===== src/rtl/comporta_agendador_pkg.sv =====
// Shared definitions for the gate scheduler.
// Holds the 4-bit state encodings shown on dbEstado, the default rest and
// ack-timeout intervals, and a small helper used to size counters.
package comporta_agendador_pkg;

  localparam logic [3:0] EST_INICIAL  = 4'd0;
  localparam logic [3:0] EST_ESPERA   = 4'd1;
  localparam logic [3:0] EST_PEDE     = 4'd2;
  localparam logic [3:0] EST_EXECUTA  = 4'd3;
  localparam logic [3:0] EST_DESCANSO = 4'd4;
  localparam logic [3:0] EST_ERRO     = 4'd15;

  // 1 s at 50 MHz
  localparam int unsigned DESCANSO_PADRAO    = 50_000_000;
  localparam int unsigned TIMEOUT_ACK_PADRAO = 1000;

  function automatic int unsigned maxUint(input int unsigned a, input int unsigned b);
    return (a > b) ? a : b;
  endfunction

endpackage


===== src/rtl/contador_pendentes.sv =====
// Saturating pending-request counter for the gate scheduler.
// Ports:
//   clock, reset      rising-edge clock, asynchronous active-high reset
//   pedidoSerial      one-clock request pulse
//   pedidoIntervalo   request level; each rising edge is one request
//   dec               dispatch of one queued request this cycle
//   limpar            clears the queue, the in-flight requests and the flag
//   pendentes         queued requests, saturating at MAX_PENDENTES
//   erroOverflow      sticky, set when a request was lost at saturation
module contador_pendentes #(
  parameter int unsigned MAX_PENDENTES = 7,
  parameter int unsigned LARGURA       = $clog2(MAX_PENDENTES + 1)
) (
  input  logic               clock,
  input  logic               reset,
  input  logic               pedidoSerial,
  input  logic               pedidoIntervalo,
  input  logic               dec,
  input  logic               limpar,
  output logic [LARGURA-1:0] pendentes,
  output logic               erroOverflow
);

  localparam logic [LARGURA+1:0] MAX_V = MAX_PENDENTES[LARGURA+1:0];

  logic               intervaloAnt;
  logic [1:0]         incReg;
  logic [1:0]         incNovo;
  logic [LARGURA+1:0] soma;

  // Requests are captured one cycle before they are added, so a pulse at
  // edge n is visible on pendentes after edge n+1.
  always_comb begin
    incNovo = {1'b0, pedidoSerial} + {1'b0, pedidoIntervalo & ~intervaloAnt};
    soma    = {2'b00, pendentes} + {{LARGURA{1'b0}}, incReg}
              - {{(LARGURA + 1){1'b0}}, dec};
  end

  always_ff @(posedge clock or posedge reset) begin
    if (reset) begin
      intervaloAnt <= 1'b0;
      incReg       <= '0;
      pendentes    <= '0;
      erroOverflow <= 1'b0;
    end else begin
      intervaloAnt <= pedidoIntervalo;
      if (limpar) begin
        // Requests already captured are dropped along with the queue.
        incReg       <= '0;
        pendentes    <= '0;
        erroOverflow <= 1'b0;
      end else begin
        incReg <= incNovo;
        if (soma > MAX_V) begin
          pendentes    <= MAX_V[LARGURA-1:0];
          erroOverflow <= 1'b1;
        end else begin
          pendentes <= soma[LARGURA-1:0];
        end
      end
    end
  end

endmodule


===== src/rtl/comporta_agendador.sv =====
// Gate scheduler: queues gate-open requests from the serial path and the
// interval detector and dispatches them one at a time to the gate
// controller over a req/ack handshake, with a rest interval after each
// gate cycle, an ack timeout and a queue-overflow flag.
// Ports:
//   clock, reset       rising-edge clock, asynchronous active-high reset
//   pedidoSerial       one-clock request pulse
//   pedidoIntervalo    request level, one request per rising edge
//   cancelar           clears queue and error flags, aborts PEDE/ERRO
//   comportaOcupada    ack, high while a gate cycle runs
//   fimCiclo           gate back at closed position
//   abrirComporta      request to gate controller, high only in PEDE
//   pendentes          queued requests not yet dispatched
//   erroTimeout        sticky ack-timeout flag
//   erroOverflow       sticky queue-overflow flag
//   dbEstado           current state encoding
module comporta_agendador
  import comporta_agendador_pkg::*;
#(
  parameter int unsigned MAX_PENDENTES = 7,
  parameter int unsigned DESCANSO      = DESCANSO_PADRAO,
  parameter int unsigned TIMEOUT_ACK   = TIMEOUT_ACK_PADRAO
) (
  input  logic                               clock,
  input  logic                               reset,
  input  logic                               pedidoSerial,
  input  logic                               pedidoIntervalo,
  input  logic                               cancelar,
  input  logic                               comportaOcupada,
  input  logic                               fimCiclo,
  output logic                               abrirComporta,
  output logic [$clog2(MAX_PENDENTES+1)-1:0] pendentes,
  output logic                               erroTimeout,
  output logic                               erroOverflow,
  output logic [3:0]                         dbEstado
);

  localparam int unsigned LARG_PEND = $clog2(MAX_PENDENTES + 1);
  localparam int unsigned LARG_CONT = $clog2(maxUint(DESCANSO, TIMEOUT_ACK) + 1);
  localparam logic [LARG_CONT-1:0] FIM_DESCANSO = LARG_CONT'(DESCANSO - 1);
  localparam logic [LARG_CONT-1:0] FIM_TIMEOUT  = LARG_CONT'(TIMEOUT_ACK - 1);
  localparam logic [LARG_CONT-1:0] UM           = LARG_CONT'(1);

  logic [3:0]           estado;
  logic [LARG_CONT-1:0] contador;
  logic                 despacha;

  // A cancel empties the queue this cycle, so it also suppresses dispatch.
  always_comb begin
    despacha = !cancelar && (pendentes != '0) &&
               ((estado == EST_ESPERA) ||
                ((estado == EST_DESCANSO) && (contador == FIM_DESCANSO)));
  end

  contador_pendentes #(
    .MAX_PENDENTES(MAX_PENDENTES),
    .LARGURA      (LARG_PEND)
  ) uPendentes (
    .clock          (clock),
    .reset          (reset),
    .pedidoSerial   (pedidoSerial),
    .pedidoIntervalo(pedidoIntervalo),
    .dec            (despacha),
    .limpar         (cancelar),
    .pendentes      (pendentes),
    .erroOverflow   (erroOverflow)
  );

  always_ff @(posedge clock or posedge reset) begin
    if (reset) begin
      estado      <= EST_INICIAL;
      contador    <= '0;
      erroTimeout <= 1'b0;
    end else begin
      if (cancelar) erroTimeout <= 1'b0;
      case (estado)
        EST_INICIAL: estado <= EST_ESPERA;
        EST_ESPERA: begin
          if (despacha) begin
            estado   <= EST_PEDE;
            contador <= '0;
          end
        end
        EST_PEDE: begin
          if (cancelar) begin
            estado <= EST_ESPERA;
          end else if (comportaOcupada) begin
            estado <= EST_EXECUTA;
          end else if (contador == FIM_TIMEOUT) begin
            estado      <= EST_ERRO;
            erroTimeout <= 1'b1;
          end else begin
            contador <= contador + UM;
          end
        end
        EST_EXECUTA: begin
          if (fimCiclo) begin
            estado   <= EST_DESCANSO;
            contador <= '0;
          end
        end
        EST_DESCANSO: begin
          if (contador == FIM_DESCANSO) begin
            estado   <= despacha ? EST_PEDE : EST_ESPERA;
            contador <= '0;
          end else begin
            contador <= contador + UM;
          end
        end
        EST_ERRO: if (cancelar) estado <= EST_ESPERA;
        default:  estado <= EST_INICIAL;
      endcase
    end
  end

  // Decoded from the state register so it drops as soon as reset asserts.
  assign abrirComporta = (estado == EST_PEDE);
  assign dbEstado      = estado;

endmodule


===== config.mk =====
export PLATFORM = sky130hd
export DESIGN_NAME = comporta_agendador
export DESIGN_NICKNAME = d
export VERILOG_FILES = /design/src/rtl/comporta_agendador_pkg.sv /design/src/rtl/contador_pendentes.sv /design/src/rtl/comporta_agendador.sv
export SDC_FILE = /design/constraint.sdc
export NUM_CORES = 1
export LEC_CHECK = 0
export CORE_ASPECT_RATIO = 1.5
export CORE_MARGIN = 4
export CORE_UTILIZATION = 29
export DETAILED_ROUTE_END_ITERATION = 7
export SLEW_MARGIN = 10
export SYNTH_ARGS = -nofsm -noshare
export SYNTH_HDL_FRONTEND = slang
export SYNTH_SLANG_ARGS = --single-unit

===== constraint.sdc =====
create_clock -name clock -period 2.4 [get_ports clock]
set_input_delay 0.6 -clock clock [delete_from_list [all_inputs] [get_ports clock]]
set_output_delay 0.6 -clock clock [all_outputs]
set_load 0.05 [all_outputs]

== Word-level counts from Yosys, hierarchy flattened ==
Index checks and enable logic that the tools add are counted.

* Order comparisons: 1
* Equality and inequality tests: 15
* Add/subtract/negate cells: 4
* Reduce and logical (&&, ||, !) cells: 11
* Multiplexer cells: 26
* Bitwise logic cells: 2

{| class="wikitable"
|+ Operator list
! kind !! number
|-
| 26-bit two-way mux || 6
|-
| 26-bit one-hot mux with 4 select lines || 1
|-
| 4-bit two-way mux || 7
|-
| 26-bit by 1-bit adder with 26-bit output, second input constant || 1
|-
| 26-bit by 10-bit equality test with 1-bit output, second input constant || 1
|-
| 26-bit equality test, second input constant || 1
|-
| 4-bit one-hot mux with 6 select lines || 1
|-
| 2-bit inequality test, second input constant || 6
|-
| 4-bit by 2-bit equality test with 1-bit output, second input constant || 2
|-
| 1-bit two-way mux || 7
|-
| 3-bit two-way mux || 2
|-
| 6-bit AND reduction || 1
|-
| 5-bit by 3-bit > comparator with 1-bit output, second input constant || 1
|-
| 5-bit AND reduction || 1
|-
| 5-bit by 1-bit subtractor with 5-bit output || 1
|-
| 3-bit by 2-bit adder with 4-bit output || 1
|-
| 4-bit by 1-bit equality test with 1-bit output, second input constant || 1
|-
| 4-bit by 3-bit equality test with 1-bit output, second input constant || 1
|-
| 4-bit equality test, second input constant || 1
|-
| 4-bit logical NOT || 1
|-
| 2-bit two-way mux || 2
|-
| 4-bit by 3-bit inequality test with 1-bit output, second input constant || 1
|-
| 4-bit nonzero test || 1
|-
| 1-bit logical AND || 3
|-
| 8 further kinds || 8
|}

* Word-level logic and storage cells: 66
* Register bits: 38
* Output and inout port bits: 10
* Input bits: 7

== Depth between registers and ports, before layout ==
Gate-level depths: netlist of run 1.

* Depth in word-level cells: 8
* Mapped depth: 12
* Mapped depth without buffers: 12

== Cells and area by module ==
Synthesis of run 1 repeated with hierarchy kept, for this count alone.

* Cells, all modules: 267
* Area total of the unflattened synthesis: 2331.0 sq um

{| class="wikitable"
|+ Modules (own cells, without submodules)
! module !! instances !! area an instance (sq um) !! seq. area each (sq um) !! cells an instance
|-
| comporta_agendador || 1 || 1913.1 || 775.7 || 226
|-
| contador_pendentes || 1 || 417.9 || 175.2 || 41
|}

== Worst setup path after synthesis of run 1 ==
Ideal clock, no wire load.

* Kind: register -> register
* Start: reg estado[2], in the netlist dbEstado[2]
* End: reg contador[22]
* Buffers on the path: 1
* Setup slack: -241 ps
* Clock period less this slack: 2641 ps
* Setup time: 78 ps
* Stages on the path, launching flop included: 8
* Arrival time: 2563 ps
* Required time: 2322 ps
* Path through: dfrtp_1 clkbuf_2 nor3b_1 a31oi_1 a2111o_1 and2_4 or4_1 a21oi_1

* Longest elaborated chain between the ends: 6
* Elaborated cells on any way between the ends: 15
* Classes of those cells: eq/ne: 9; mux: 1; reduce/logical: 5

{| class="wikitable"
|+ RTL lines
! what !! line !! text
|-
| start, declared || comporta_agendador.sv:44 || <nowiki>logic [3:0] estado;</nowiki>
|-
| start signal, assigned || comporta_agendador.sv:104 || <nowiki>estado <= despacha ? EST_PEDE : EST_ESPERA;</nowiki>
|-
| 4-bit by 3-bit equality test with 1-bit output || comporta_agendador.sv:52, comporta_agendador.sv:76 ||
|-
| 1-bit logical AND || comporta_agendador.sv:52 || <nowiki>((estado == EST_DESCANSO) && (contador == FIM_DESCANSO)));</nowiki>
|-
| 1-bit logical OR || comporta_agendador.sv:51 || <nowiki>((estado == EST_ESPERA) ||</nowiki>
|-
| 1-bit logical AND || comporta_agendador.sv:50 || <nowiki>despacha = !cancelar && (pendentes != '0) &&</nowiki>
|-
| 2-bit inequality test (no line) || n/a ||
|-
| 6-bit AND reduction (no line) || n/a ||
|-
| end signal, assigned || comporta_agendador.sv:93 || <nowiki>contador <= contador + UM;</nowiki>
|-
| end signal, assigned || comporta_agendador.sv:107 || <nowiki>contador <= contador + UM;</nowiki>
|-
| end, declared || comporta_agendador.sv:45 || <nowiki>logic [LARG_CONT-1:0] contador;</nowiki>
|}

Parallel ways exist; a longest one is shown, timed or not.
A chain may end at the register's enable or synchronous reset.

== Worst setup path in the final report of run 1 ==
* Start: reg contador[9]
* End: reg uPendentes.pendentes[0]

* Longest elaborated chain between the ends: 8

{| class="wikitable"
|+ RTL lines
! what !! line !! text
|-
| 26-bit equality test (*) || comporta_agendador.sv:52 ||
|-
| 1-bit logical AND (*) || comporta_agendador.sv:52 ||
|-
| 1-bit logical OR (*) || comporta_agendador.sv:51 ||
|-
| 1-bit logical AND (*) || comporta_agendador.sv:50 ||
|-
| 5-bit by 1-bit subtractor with 5-bit output (*) || contador_pendentes.sv:36 || <nowiki>- {{(LARGURA + 1){1'b0}}, dec};</nowiki>
|-
| 5-bit by 3-bit > comparator with 1-bit output || contador_pendentes.sv:54 || <nowiki>if (soma > MAX_V) begin</nowiki>
|-
| 3-bit two-way mux (*) || contador_pendentes.sv:54 ||
|-
| 3-bit two-way mux (*) || contador_pendentes.sv:47 || <nowiki>if (limpar) begin</nowiki>
|-
| end signal, assigned || contador_pendentes.sv:55 || <nowiki>pendentes <= MAX_V[LARGURA-1:0];</nowiki>
|-
| end signal, assigned || contador_pendentes.sv:58 || <nowiki>pendentes <= soma[LARGURA-1:0];</nowiki>
|-
| end, declared || contador_pendentes.sv:20 || <nowiki>output logic [LARGURA-1:0] pendentes,</nowiki>
|}

Mark *: on every way between the ends. The rest lies on a longest branch, timed or not.

==> flow_summary.html, run 1 <==
<table>
<tr><th>Metric</th><th>Value</th></tr>
<tr><th colspan="2">Critical path</th></tr>
<tr><td>Flop-to-flop setup slack</td><td>-0.15 ns</td></tr>
<tr><td>Startpoint type of the worst setup path</td><td>flip-flop</td></tr>
<tr><td>Max Fanout on Critical Path</td><td>4</td></tr>
<tr><td>Logic depth of the worst register-to-register path</td><td>11</td></tr>
<tr><td>Kind of critical path</td><td>flip-flop to flip-flop</td></tr>
<tr><td>Capturing element type of the critical path</td><td>flip-flop</td></tr>
<tr><td>Required time at the worst-slack endpoint</td><td>between 2 and 3 ns</td></tr>
<tr><td>Arrival time of data at the critical path endpoint</td><td>approximately 2.8 ns</td></tr>
<tr><td>End of the worst register-to-register path</td><td>uPendentes.pendentes[0]</td></tr>
<tr><td>Launch instance of the worst register-to-register path</td><td>contador[9]</td></tr>
<tr><th colspan="2">Clock network</th></tr>
<tr><td>TritonCTS clock tree</td><td>built</td></tr>
<tr><td>Cts-stage hold buffer count</td><td>0</td></tr>
<tr><td>TritonCTS Buffers</td><td>5</td></tr>
<tr><td>TritonCTS sink count</td><td>38</td></tr>
<tr><td>Maximum buffer depth of the clock tree</td><td>2</td></tr>
<tr><td>Cell at the root of the clock tree</td><td>sky130_fd_sc_hd__clkbuf_16</td></tr>
<tr><td>CTS H-Tree Depth</td><td>2</td></tr>
<tr><td>Clock edge transition at the registers on the reported setup and hold paths</td><td>0.06 ns</td></tr>
<tr><td>Clock insertion delay at the later pin of the skew report</td><td>approximately 0.28 ns</td></tr>
<tr><th colspan="2">Power</th></tr>
<tr><td>Net switching power figure</td><td>about 1.2 mW</td></tr>
<tr><td>Power Dens Cells</td><td>between 900 and 1000 mW/mm^2</td></tr>
<tr><td>LEAKAGE</td><td>1.51 nW</td></tr>
<tr><td>Share of total power in sequential cells</td><td>0.238</td></tr>
<tr><td>Proportion of total power due to net switching</td><td>0.373</td></tr>
<tr><td>Internal cell power</td><td>2.01 mW</td></tr>
<tr><td>Fraction of power consumed by combinational cells</td><td>0.487</td></tr>
<tr><td>Overall power of the completed layout</td><td>about 3.2 mW</td></tr>
<tr><td>Clock share of power</td><td>0.275</td></tr>
<tr><td>Maximum vdd ir drop</td><td>around 440 uV</td></tr>
<tr><th colspan="2">Detailed routing</th></tr>
<tr><td>Final routed wire length divided by cell count</td><td>between 15 and 20 um</td></tr>
<tr><td>Met2 routed wirelength</td><td>roughly 4000 um</td></tr>
<tr><td>Antenna violation net count after detailed routing</td><td>0</td></tr>
<tr><td>Drt first-iter violations</td><td>122</td></tr>
<tr><td>Total routed wirelength</td><td>a little over 7000 um</td></tr>
<tr><td>Topmost layer with routed signal wires</td><td>met4</td></tr>
<tr><td>Vias per std cell</td><td>roughly 5.3</td></tr>
<tr><td>Total via count in the routed design</td><td>2369</td></tr>
<tr><td>Drc violations</td><td>0</td></tr>
<tr><td>Detailed-router iteration count before antenna repair</td><td>4</td></tr>
<tr><td>Met3 routed wirelength</td><td>around 230 um</td></tr>
<tr><td>Met1 Routed Length</td><td>roughly 2600 um</td></tr>
<tr><th colspan="2">Synth</th></tr>
<tr><td>Share of synthesized area occupied by flip-flops and latches</td><td>0.406</td></tr>
<tr><td>Synth top area share</td><td>0.406</td></tr>
<tr><td>Seq cells post-synth</td><td>38</td></tr>
<tr><td>Mean area per synthesized cell</td><td>slightly below 9 um^2</td></tr>
<tr><td>Total of warnings raised by yosys</td><td>0</td></tr>
<tr><td>Most instantiated library cell after synthesis</td><td>sky130_fd_sc_hd__dfrtp_1</td></tr>
<tr><td>Number of enable flip-flop cells after synthesis</td><td>0</td></tr>
<tr><td>Post-synthesis cell count</td><td>262</td></tr>
<tr><td>Prevailing post-synth register cell</td><td>sky130_fd_sc_hd__dfrtp_1</td></tr>
<tr><td>Cell type with the largest total area after synthesis</td><td>sky130_fd_sc_hd__dfrtp_1</td></tr>
<tr><td>Synth unique cells</td><td>54</td></tr>
<tr><td>Synth cell count leaders</td><td>38 x sky130_fd_sc_hd__dfrtp_1, 28 x sky130_fd_sc_hd__a21oi_1, 22 x sky130_fd_sc_hd__nor2_1</td></tr>
<tr><td>Number of nets produced by synthesis</td><td>roughly 280</td></tr>
<tr><td>Netlist area before placement</td><td>about 0.0023 mm^2</td></tr>
<tr><td>Share of flip-flops with an asynchronous set or reset after synthesis</td><td>1.00</td></tr>
<tr><td>Cell types occupying the most area after synthesis</td><td>sky130_fd_sc_hd__dfrtp_1 41%, sky130_fd_sc_hd__a21oi_1 6.0%, sky130_fd_sc_hd__nor2_1 3.5%, sky130_fd_sc_hd__xnor2_1 3.4%, sky130_fd_sc_hd__ha_1 3.2%</td></tr>
<tr><th colspan="2">GRT</th></tr>
<tr><td>Number of antenna violations at the first check in global routing</td><td>0</td></tr>
<tr><td>Total Routing Usage GR</td><td>0.150</td></tr>
<tr><td>Total grt overflow</td><td>0</td></tr>
<tr><td>First-pass GRT wire length</td><td>approximately 11000 um</td></tr>
<tr><td>Largest net degree at the start of global routing</td><td>39</td></tr>
<tr><td>Number of global-route vias before repair</td><td>around 2400</td></tr>
<tr><th colspan="2">Final layout</th></tr>
<tr><td>Total area of sequential cells</td><td>958 um^2</td></tr>
<tr><td>Fill cell count</td><td>691</td></tr>
<tr><td>Area used by multi-input combinational logic</td><td>approximately 0.0015 mm^2</td></tr>
<tr><td>Fraction of the core area covered by cells at the end of the flow</td><td>0.458</td></tr>
<tr><td>Final-stage net count</td><td>~360</td></tr>
<tr><td>Relative area change from synthesis to final layout</td><td>51.4%</td></tr>
<tr><td>Final cell count without fillers</td><td>~450</td></tr>
<tr><td>Share of layout cells above drive strength 1</td><td>0.358</td></tr>
<tr><td>Number of antenna diodes</td><td>0</td></tr>
<tr><td>Finished Cell Area</td><td>0.00355 mm^2</td></tr>
<tr><th colspan="2">Timing</th></tr>
<tr><td>Max-slew violations</td><td>0</td></tr>
<tr><td>Final setup TNS</td><td>-0.651 ns</td></tr>
<tr><td>Worst setup skew after layout</td><td>approximately 0.0057 ns</td></tr>
<tr><td>Final worst-path setup slack</td><td>-0.150 ns</td></tr>
<tr><td>Worst rel slew slack</td><td>0.664</td></tr>
<tr><td>Post-layout min period</td><td>2.55 ns</td></tr>
<tr><td>Setup repair after global routing missed its margin</td><td>yes</td></tr>
<tr><td>Final clock period utilization by the worst path</td><td>1.06</td></tr>
<tr><td>Maximum clock frequency</td><td>just under 400 MHz</td></tr>
<tr><td>Number of hold-slack violations in the final timing report</td><td>0</td></tr>
<tr><td>Transition time at the pin with the least slew margin</td><td>around 0.50 ns</td></tr>
<tr><td>Setup-violating endpoint count in the final report</td><td>5</td></tr>
<tr><th colspan="2">Placed design</th></tr>
<tr><td>Cell Area, Placed</td><td>0.00307 mm^2</td></tr>
<tr><td>HPWL after detailed placement</td><td>between 4000 and 5000 um</td></tr>
<tr><td>Cell Count Post-Placement</td><td>between 400 and 500</td></tr>
<tr><td>Quantity of I/O buffers inserted on ports</td><td>16</td></tr>
<tr><td>Placer's final routability congestion estimate</td><td>approximately 0.94</td></tr>
<tr><th colspan="2">Job</th></tr>
<tr><td>Number of max-cap violations</td><td>0</td></tr>
<tr><th colspan="2">Min path</th></tr>
<tr><td>Worst hold start</td><td>uPendentes.erroOverflow</td></tr>
<tr><td>Worst hold-check path type</td><td>flip-flop to flip-flop</td></tr>
<tr><td>Worst Hold End</td><td>uPendentes.erroOverflow</td></tr>
<tr><td>Number of cells traversed by the worst hold path</td><td>2</td></tr>
<tr><th colspan="2">Die</th></tr>
<tr><td>Std-Cell Core Area</td><td>slightly below 0.008 mm^2</td></tr>
<tr><td>Chip width</td><td>81.4 um</td></tr>
<tr><td>Number of placement rows</td><td>39</td></tr>
<tr><td>Die Span Y</td><td>118 um</td></tr>
<tr><td>Total I/O pin count</td><td>17</td></tr>
<tr><td>Die area</td><td>slightly below 0.01 mm^2</td></tr>
<tr><td>Initial core utilization</td><td>0.302</td></tr>
<tr><th colspan="2">Status</th></tr>
<tr><td>Violations in the final reports</td><td>setup timing</td></tr>
<tr><td>Result of the run</td><td>finished with violations</td></tr>
</table>
worst max path at each step:
stage                 start                      end  slack [ns]  cells past startpoint
3_3_place_gp       cancelar             contador[22]       -0.46                      6
2_1_floorplan   dbEstado[2]             contador[22]       -0.06                      6
4_1_cts        contador[18]  uPendentes.pendentes[2]       -0.13                     11
3_5_place_dp       cancelar             contador[22]       -0.49                      6
5_1_grt        contador[16]  uPendentes.pendentes[0]       -0.28                     11
6_report        contador[9]  uPendentes.pendentes[0]       -0.15                     11
state kept, by name (all words and copies together) (netlist names):
name                     flops
contador                    26
dbEstado                     4
uPendentes.pendentes         3
uPendentes.incReg            2
erroTimeout                  1
uPendentes.erroOverflow      1
uPendentes.intervaloAnt      1
power groups by stage:
| stage | clock [mW] | sequential [mW] | combinational, mW |
|---|---|---|---|
| 2_1_floorplan | 0 | 0.912 | 0.633 |
| 3_5_place_dp | 0 | 0.771 | 1.31 |
| 5_1_grt | 0.935 | 0.774 | 1.68 |
| 6_report | 0.882 | 0.764 | 1.56 |
| 4_1_cts | 0.903 | 0.761 | 1.38 |
| 3_3_place_gp | 0 | 0.770 | 1.29 |
cells by family after synthesis:
logic type,after synthesis,share of synthesized area
adders and majority gates,7,0.0406
and+or+nand+nor,114,0.280
buffers and inverters,18,0.0315
xor gates and xnor gates,11,0.0411
AOI/OAI and AO/OA,74,0.201
DFF,38,0.406
timing repair:
item | in CTS | in global routing
gates cloned | 0 | 2
gates resized for setup | 17 | 28
buffers inserted | 5 | 4
pin swaps | 13 | 16
endpoints found under the hold margin | 0 | 0
setup endpoints to repair | 26 | 24
final cells by class:
type                            count  area share
Timing Repair Buffer               83       0.196
Clock buffer                        6      0.0391
Multi-Input combinational cell    207       0.433
Inverter                            8     0.00846
Tap cell                          102      0.0360
Sequential cell                    38       0.270
Clock inverter                      2      0.0169
stage by stage:
| step | hold WS (ns) | setup slack, ns |
|---|---|---|
| 4_1_cts | 0.519 | -0.132 |
| 6_report | 0.528 | -0.150 |
| 5_1_grt | 0.562 | -0.277 |
| 3_3_place_gp | 0.508 | -0.463 |
| 3_5_place_dp | 0.510 | -0.488 |
| 2_1_floorplan | 0.472 | -0.0573 |
cells in the final DEF, fill, tap and decap left out, drive strengths merged, types with 3 or more instances in the layout:
cell	instances
nor3	7
o31ai	7
nand4	8
xnor2	9
ha	6
nand3	9
or3	10
o21ai	15
inv	8
and3	4
dfrtp	38
nand2	15
nand2b	3
a21o	5
a21oi	28
nor4	7
or4	5
nor2b	9
and2	4
clkbuf	6
buf	69
clkdlybuf4s50	12
nor2	22
routing by layer:
layer  GRT usage  up-vias
met4      0.0592        0
met1       0.154     1159
met3      0.0291       19
met5           0        -
li1            -     1141
met2       0.283       50
worst max-delay path: stages (launching register included):
cell and delay (ns):
sky130_fd_sc_hd__dfrtp_1 0.38, sky130_fd_sc_hd__or3b_4 0.41, sky130_fd_sc_hd__nor4_4 0.20, sky130_fd_sc_hd__and3_4 0.25, sky130_fd_sc_hd__a21oi_2 0.06, sky130_fd_sc_hd__nor3b_2 0.21, sky130_fd_sc_hd__ha_2 0.24, sky130_fd_sc_hd__nor2b_4 0.16
sky130_fd_sc_hd__nor2_2 0.05, sky130_fd_sc_hd__o21ai_2 0.16, sky130_fd_sc_hd__o221ai_4 0.16, sky130_fd_sc_hd__a21oi_2 0.17
No activity file was read; power rests on OpenSTA's default activity.
==> run 2, diff against run 1 <==
- SKIP_LAST_GASP: unset -> 1
==> flow_summary.html, run 2 (synthesized netlist as in run 1, its figures left out) <==
<table>
<tr><th>Metric</th><th>Value</th></tr>
<tr><th colspan="2">Final layout</th></tr>
<tr><td>Final-stage net count</td><td>357 (unchanged)</td></tr>
<tr><td>Leading cell types in the layout, fill and taps excluded</td><td>64 x sky130_fd_sc_hd__buf_4, 32 x sky130_fd_sc_hd__dfrtp_1, 21 x sky130_fd_sc_hd__a21oi_1 (was 64 x sky130_fd_sc_hd__buf_4, 32 x sky130_fd_sc_hd__dfrtp_1, 20 x sky130_fd_sc_hd__a21oi_1)</td></tr>
<tr><td>Most frequent standard cell in the layout excluding fill and tap cells</td><td>sky130_fd_sc_hd__buf_4 (unchanged)</td></tr>
<tr><td>Fraction of the core area covered by cells at the end of the flow</td><td>0.456 (was 0.458)</td></tr>
<tr><td>Register ranked first by flip-flop count</td><td>contador (unchanged)</td></tr>
<tr><td>Flip-flop count of the largest register, all copies and words added</td><td>26 (unchanged)</td></tr>
<tr><td>Number of antenna diodes</td><td>0 (unchanged)</td></tr>
<tr><td>Relative area change from synthesis to final layout</td><td>51.0% (was 51.4%)</td></tr>
<tr><td>Share of layout cells above drive strength 1</td><td>0.352 (was 0.358)</td></tr>
<tr><td>Finished Cell Area</td><td>0.00354 mm^2 (was 0.00355 mm^2)</td></tr>
<tr><th colspan="2">Critical path</th></tr>
<tr><td>Required time at the worst-slack endpoint</td><td>2.60 ns (about the same)</td></tr>
<tr><td>Kind of critical path</td><td>flip-flop to flip-flop (unchanged)</td></tr>
<tr><td>Max Fanout on Critical Path</td><td>4 (unchanged)</td></tr>
<tr><td>Capturing element type of the critical path</td><td>flip-flop (unchanged)</td></tr>
<tr><td>Startpoint type of the worst setup path</td><td>flip-flop (unchanged)</td></tr>
<tr><td>Arrival time of data at the critical path endpoint</td><td>2.77 ns (was 2.75 ns)</td></tr>
<tr><th colspan="2">GRT</th></tr>
<tr><td>Number of antenna violations at the first check in global routing</td><td>0 (unchanged)</td></tr>
<tr><td>Total Routing Usage GR</td><td>0.150 (unchanged)</td></tr>
<tr><td>Total grt overflow</td><td>0 (unchanged)</td></tr>
<tr><td>First-pass GRT wire length</td><td>11200 um (unchanged)</td></tr>
<tr><td>Number of global-route vias before repair</td><td>2372 (was 2373)</td></tr>
<tr><td>Largest net degree at the start of global routing</td><td>39 (unchanged)</td></tr>
<tr><th colspan="2">Die</th></tr>
<tr><td>Initial core utilization</td><td>0.302 (unchanged)</td></tr>
<tr><td>Number of placement rows</td><td>39 (unchanged)</td></tr>
<tr><td>Std-Cell Core Area</td><td>0.00776 mm^2 (unchanged)</td></tr>
<tr><td>Total I/O pin count</td><td>17 (unchanged)</td></tr>
<tr><td>Die area</td><td>0.00962 mm^2 (unchanged)</td></tr>
<tr><td>Die Span Y</td><td>118 um (unchanged)</td></tr>
<tr><td>Chip width</td><td>81.4 um (unchanged)</td></tr>
<tr><th colspan="2">Clock network</th></tr>
<tr><td>CTS H-Tree Depth</td><td>2 (unchanged)</td></tr>
<tr><td>Maximum buffer depth of the clock tree</td><td>2 (unchanged)</td></tr>
<tr><td>TritonCTS clock tree</td><td>built (unchanged)</td></tr>
<tr><td>Cell at the root of the clock tree</td><td>sky130_fd_sc_hd__clkbuf_16 (unchanged)</td></tr>
<tr><td>TritonCTS sink count</td><td>38 (unchanged)</td></tr>
<tr><td>Clock edge transition at the registers on the reported setup and hold paths</td><td>0.06 ns (about the same)</td></tr>
<tr><td>TritonCTS Buffers</td><td>5 (unchanged)</td></tr>
<tr><td>Cts-stage hold buffer count</td><td>0 (unchanged)</td></tr>
<tr><td>Clock insertion delay at the later pin of the skew report</td><td>0.28 ns (about the same)</td></tr>
<tr><th colspan="2">Power</th></tr>
<tr><td>Net switching power figure</td><td>1.20 mW (about the same)</td></tr>
<tr><td>Maximum vdd ir drop</td><td>439 uV (was 437 uV)</td></tr>
<tr><td>Share of total power in sequential cells</td><td>0.238 (about the same)</td></tr>
<tr><td>Power Dens Cells</td><td>906 mW/mm^2 (was 904 mW/mm^2)</td></tr>
<tr><td>Internal cell power</td><td>2.01 mW (about the same)</td></tr>
<tr><td>Fraction of power consumed by combinational cells</td><td>0.486 (was 0.487)</td></tr>
<tr><td>Clock share of power</td><td>0.276 (was 0.275)</td></tr>
<tr><td>LEAKAGE</td><td>1.51 nW (about the same)</td></tr>
<tr><td>Proportion of total power due to net switching</td><td>0.373 (about the same)</td></tr>
<tr><th colspan="2">Detailed routing</th></tr>
<tr><td>Total via count in the routed design</td><td>2345 (was 2369)</td></tr>
<tr><td>Vias per std cell</td><td>5.26 (was 5.31)</td></tr>
<tr><td>Final routed wire length divided by cell count</td><td>15.8 um (about the same)</td></tr>
<tr><td>Total routed wirelength</td><td>7070 um (about the same)</td></tr>
<tr><td>Drc violations</td><td>0 (unchanged)</td></tr>
<tr><td>Detailed-router iteration count before antenna repair</td><td>4 (unchanged)</td></tr>
<tr><td>Drt first-iter violations</td><td>128 (was 122)</td></tr>
<tr><td>Antenna violation net count after detailed routing</td><td>0 (unchanged)</td></tr>
<tr><th colspan="2">Timing</th></tr>
<tr><td>Worst rel slew slack</td><td>0.664 (about the same)</td></tr>
<tr><td>Setup repair after global routing missed its margin</td><td>yes (unchanged)</td></tr>
<tr><td>Transition time at the pin with the least slew margin</td><td>0.503 ns (about the same)</td></tr>
<tr><td>Tightest hold margin</td><td>0.528 ns (about the same)</td></tr>
<tr><td>Final setup TNS</td><td>-0.725 ns (was -0.651 ns)</td></tr>
<tr><td>Post-layout min period</td><td>2.57 ns (was 2.55 ns)</td></tr>
<tr><td>Number of hold-slack violations in the final timing report</td><td>0 (unchanged)</td></tr>
<tr><td>Max-slew violations</td><td>0 (unchanged)</td></tr>
<tr><td>Setup-violating endpoint count in the final report</td><td>5 (unchanged)</td></tr>
<tr><td>Final worst-path setup slack</td><td>-0.169 ns (was -0.150 ns)</td></tr>
<tr><td>Worst setup skew after layout</td><td>0.00517 ns (was 0.00573 ns)</td></tr>
<tr><td>Maximum clock frequency</td><td>389 MHz (was 392 MHz)</td></tr>
<tr><td>Final clock period utilization by the worst path</td><td>1.07 (was 1.06)</td></tr>
<tr><th colspan="2">Placed design</th></tr>
<tr><td>Quantity of I/O buffers inserted on ports</td><td>16 (unchanged)</td></tr>
<tr><td>Placer's final routability congestion estimate</td><td>0.938 (unchanged)</td></tr>
<tr><td>HPWL after detailed placement</td><td>4790 um (unchanged)</td></tr>
<tr><td>Cell Area, Placed</td><td>0.00307 mm^2 (unchanged)</td></tr>
<tr><th colspan="2">Status</th></tr>
<tr><td>Violations in the final reports</td><td>setup timing (unchanged)</td></tr>
<tr><td>Result of the run</td><td>finished with violations (unchanged)</td></tr>
<tr><th colspan="2">Min path</th></tr>
<tr><td>Worst hold-check path type</td><td>flip-flop to flip-flop (unchanged)</td></tr>
<tr><th colspan="2">Job</th></tr>
<tr><td>Number of max-cap violations</td><td>0 (unchanged)</td></tr>
</table>
run 2: worst paths after layout:
kind | startpoint | endpoint | slack (ns) | cells past startpoint
setup / recovery | contador[16] | uPendentes.pendentes[0] | -0.17 | 11
hold / removal | uPendentes.erroOverflow | uPendentes.erroOverflow | 0.53 | 2
setup reg to reg | contador[16] | uPendentes.pendentes[0] | -0.17 | 11
hold reg to reg | uPendentes.erroOverflow | uPendentes.erroOverflow | 0.53 | 2
max in group asynchronous | reset | uPendentes.pendentes[1] | 1.28 | 3
min in group asynchronous | reset | uPendentes.pendentes[2] | 0.74 | 3
run 2: worst max-delay path: stages (launching register included):
cell and delay, ns:
sky130_fd_sc_hd__dfrtp_1 0.37, sky130_fd_sc_hd__or4b_4 0.57, sky130_fd_sc_hd__nor2_2 0.12, sky130_fd_sc_hd__and3_4 0.19
sky130_fd_sc_hd__a21oi_2 0.06, sky130_fd_sc_hd__nor3b_2 0.21, sky130_fd_sc_hd__ha_2 0.24, sky130_fd_sc_hd__nor2b_4 0.16
sky130_fd_sc_hd__nor2_2 0.05, sky130_fd_sc_hd__o21ai_2 0.16, sky130_fd_sc_hd__o221ai_4 0.16, sky130_fd_sc_hd__a21oi_2 0.17
run 2: timing repair:
action | 4_1_cts | 5_1_grt
setup endpoints to repair | 26 | 24
gates cloned | 0 | 2
pin swaps | 12 | 16
resized for setup | 14 | 28
buffers inserted | 5 | 4
run 2: stage by stage:
step | total power [mW] | std cells | setup WS (ns)
4_1_cts | 3.03 | 440 | -0.149
5_1_grt | 3.38 | 446 | -0.303
3_5_place_dp | 2.08 | 428 | -0.488
3_3_place_gp | 2.06 | 428 | -0.463
6_report | 3.21 | 446 | -0.169
2_1_floorplan | 1.55 | 262 | -0.0573
run 2: power groups by stage:
stage	Combinational, mW	Clock, mW	Sequential, mW
2_1_floorplan	0.633	0	0.912
6_report	1.56	0.884	0.764
5_1_grt	1.67	0.935	0.774
3_3_place_gp	1.29	0	0.770
4_1_cts	1.37	0.903	0.761
3_5_place_dp	1.31	0	0.771
run 2: final cells by class:
class / instances / area (um^2)
timing repair buffer: 83 / 697
tap: 102 / 128
sequential: 38 / 958
fill: 692 / 4220
inverter: 8 / 30.0
multi-input combinational: 207 / 1530
clock inverter: 2 / 60.1
clock buffer: 6 / 139
run 2: metal layers:
metal | vias up | wire length (um) | global-route usage
li1 | 1138 | - | -
met1 | 1137 | 2550 | 0.154
met2 | 52 | 4010 | 0.283
met3 | 18 | 277 | 0.0291
met4 | 0 | 235 | 0.0592
met5 | - | 0 | 0
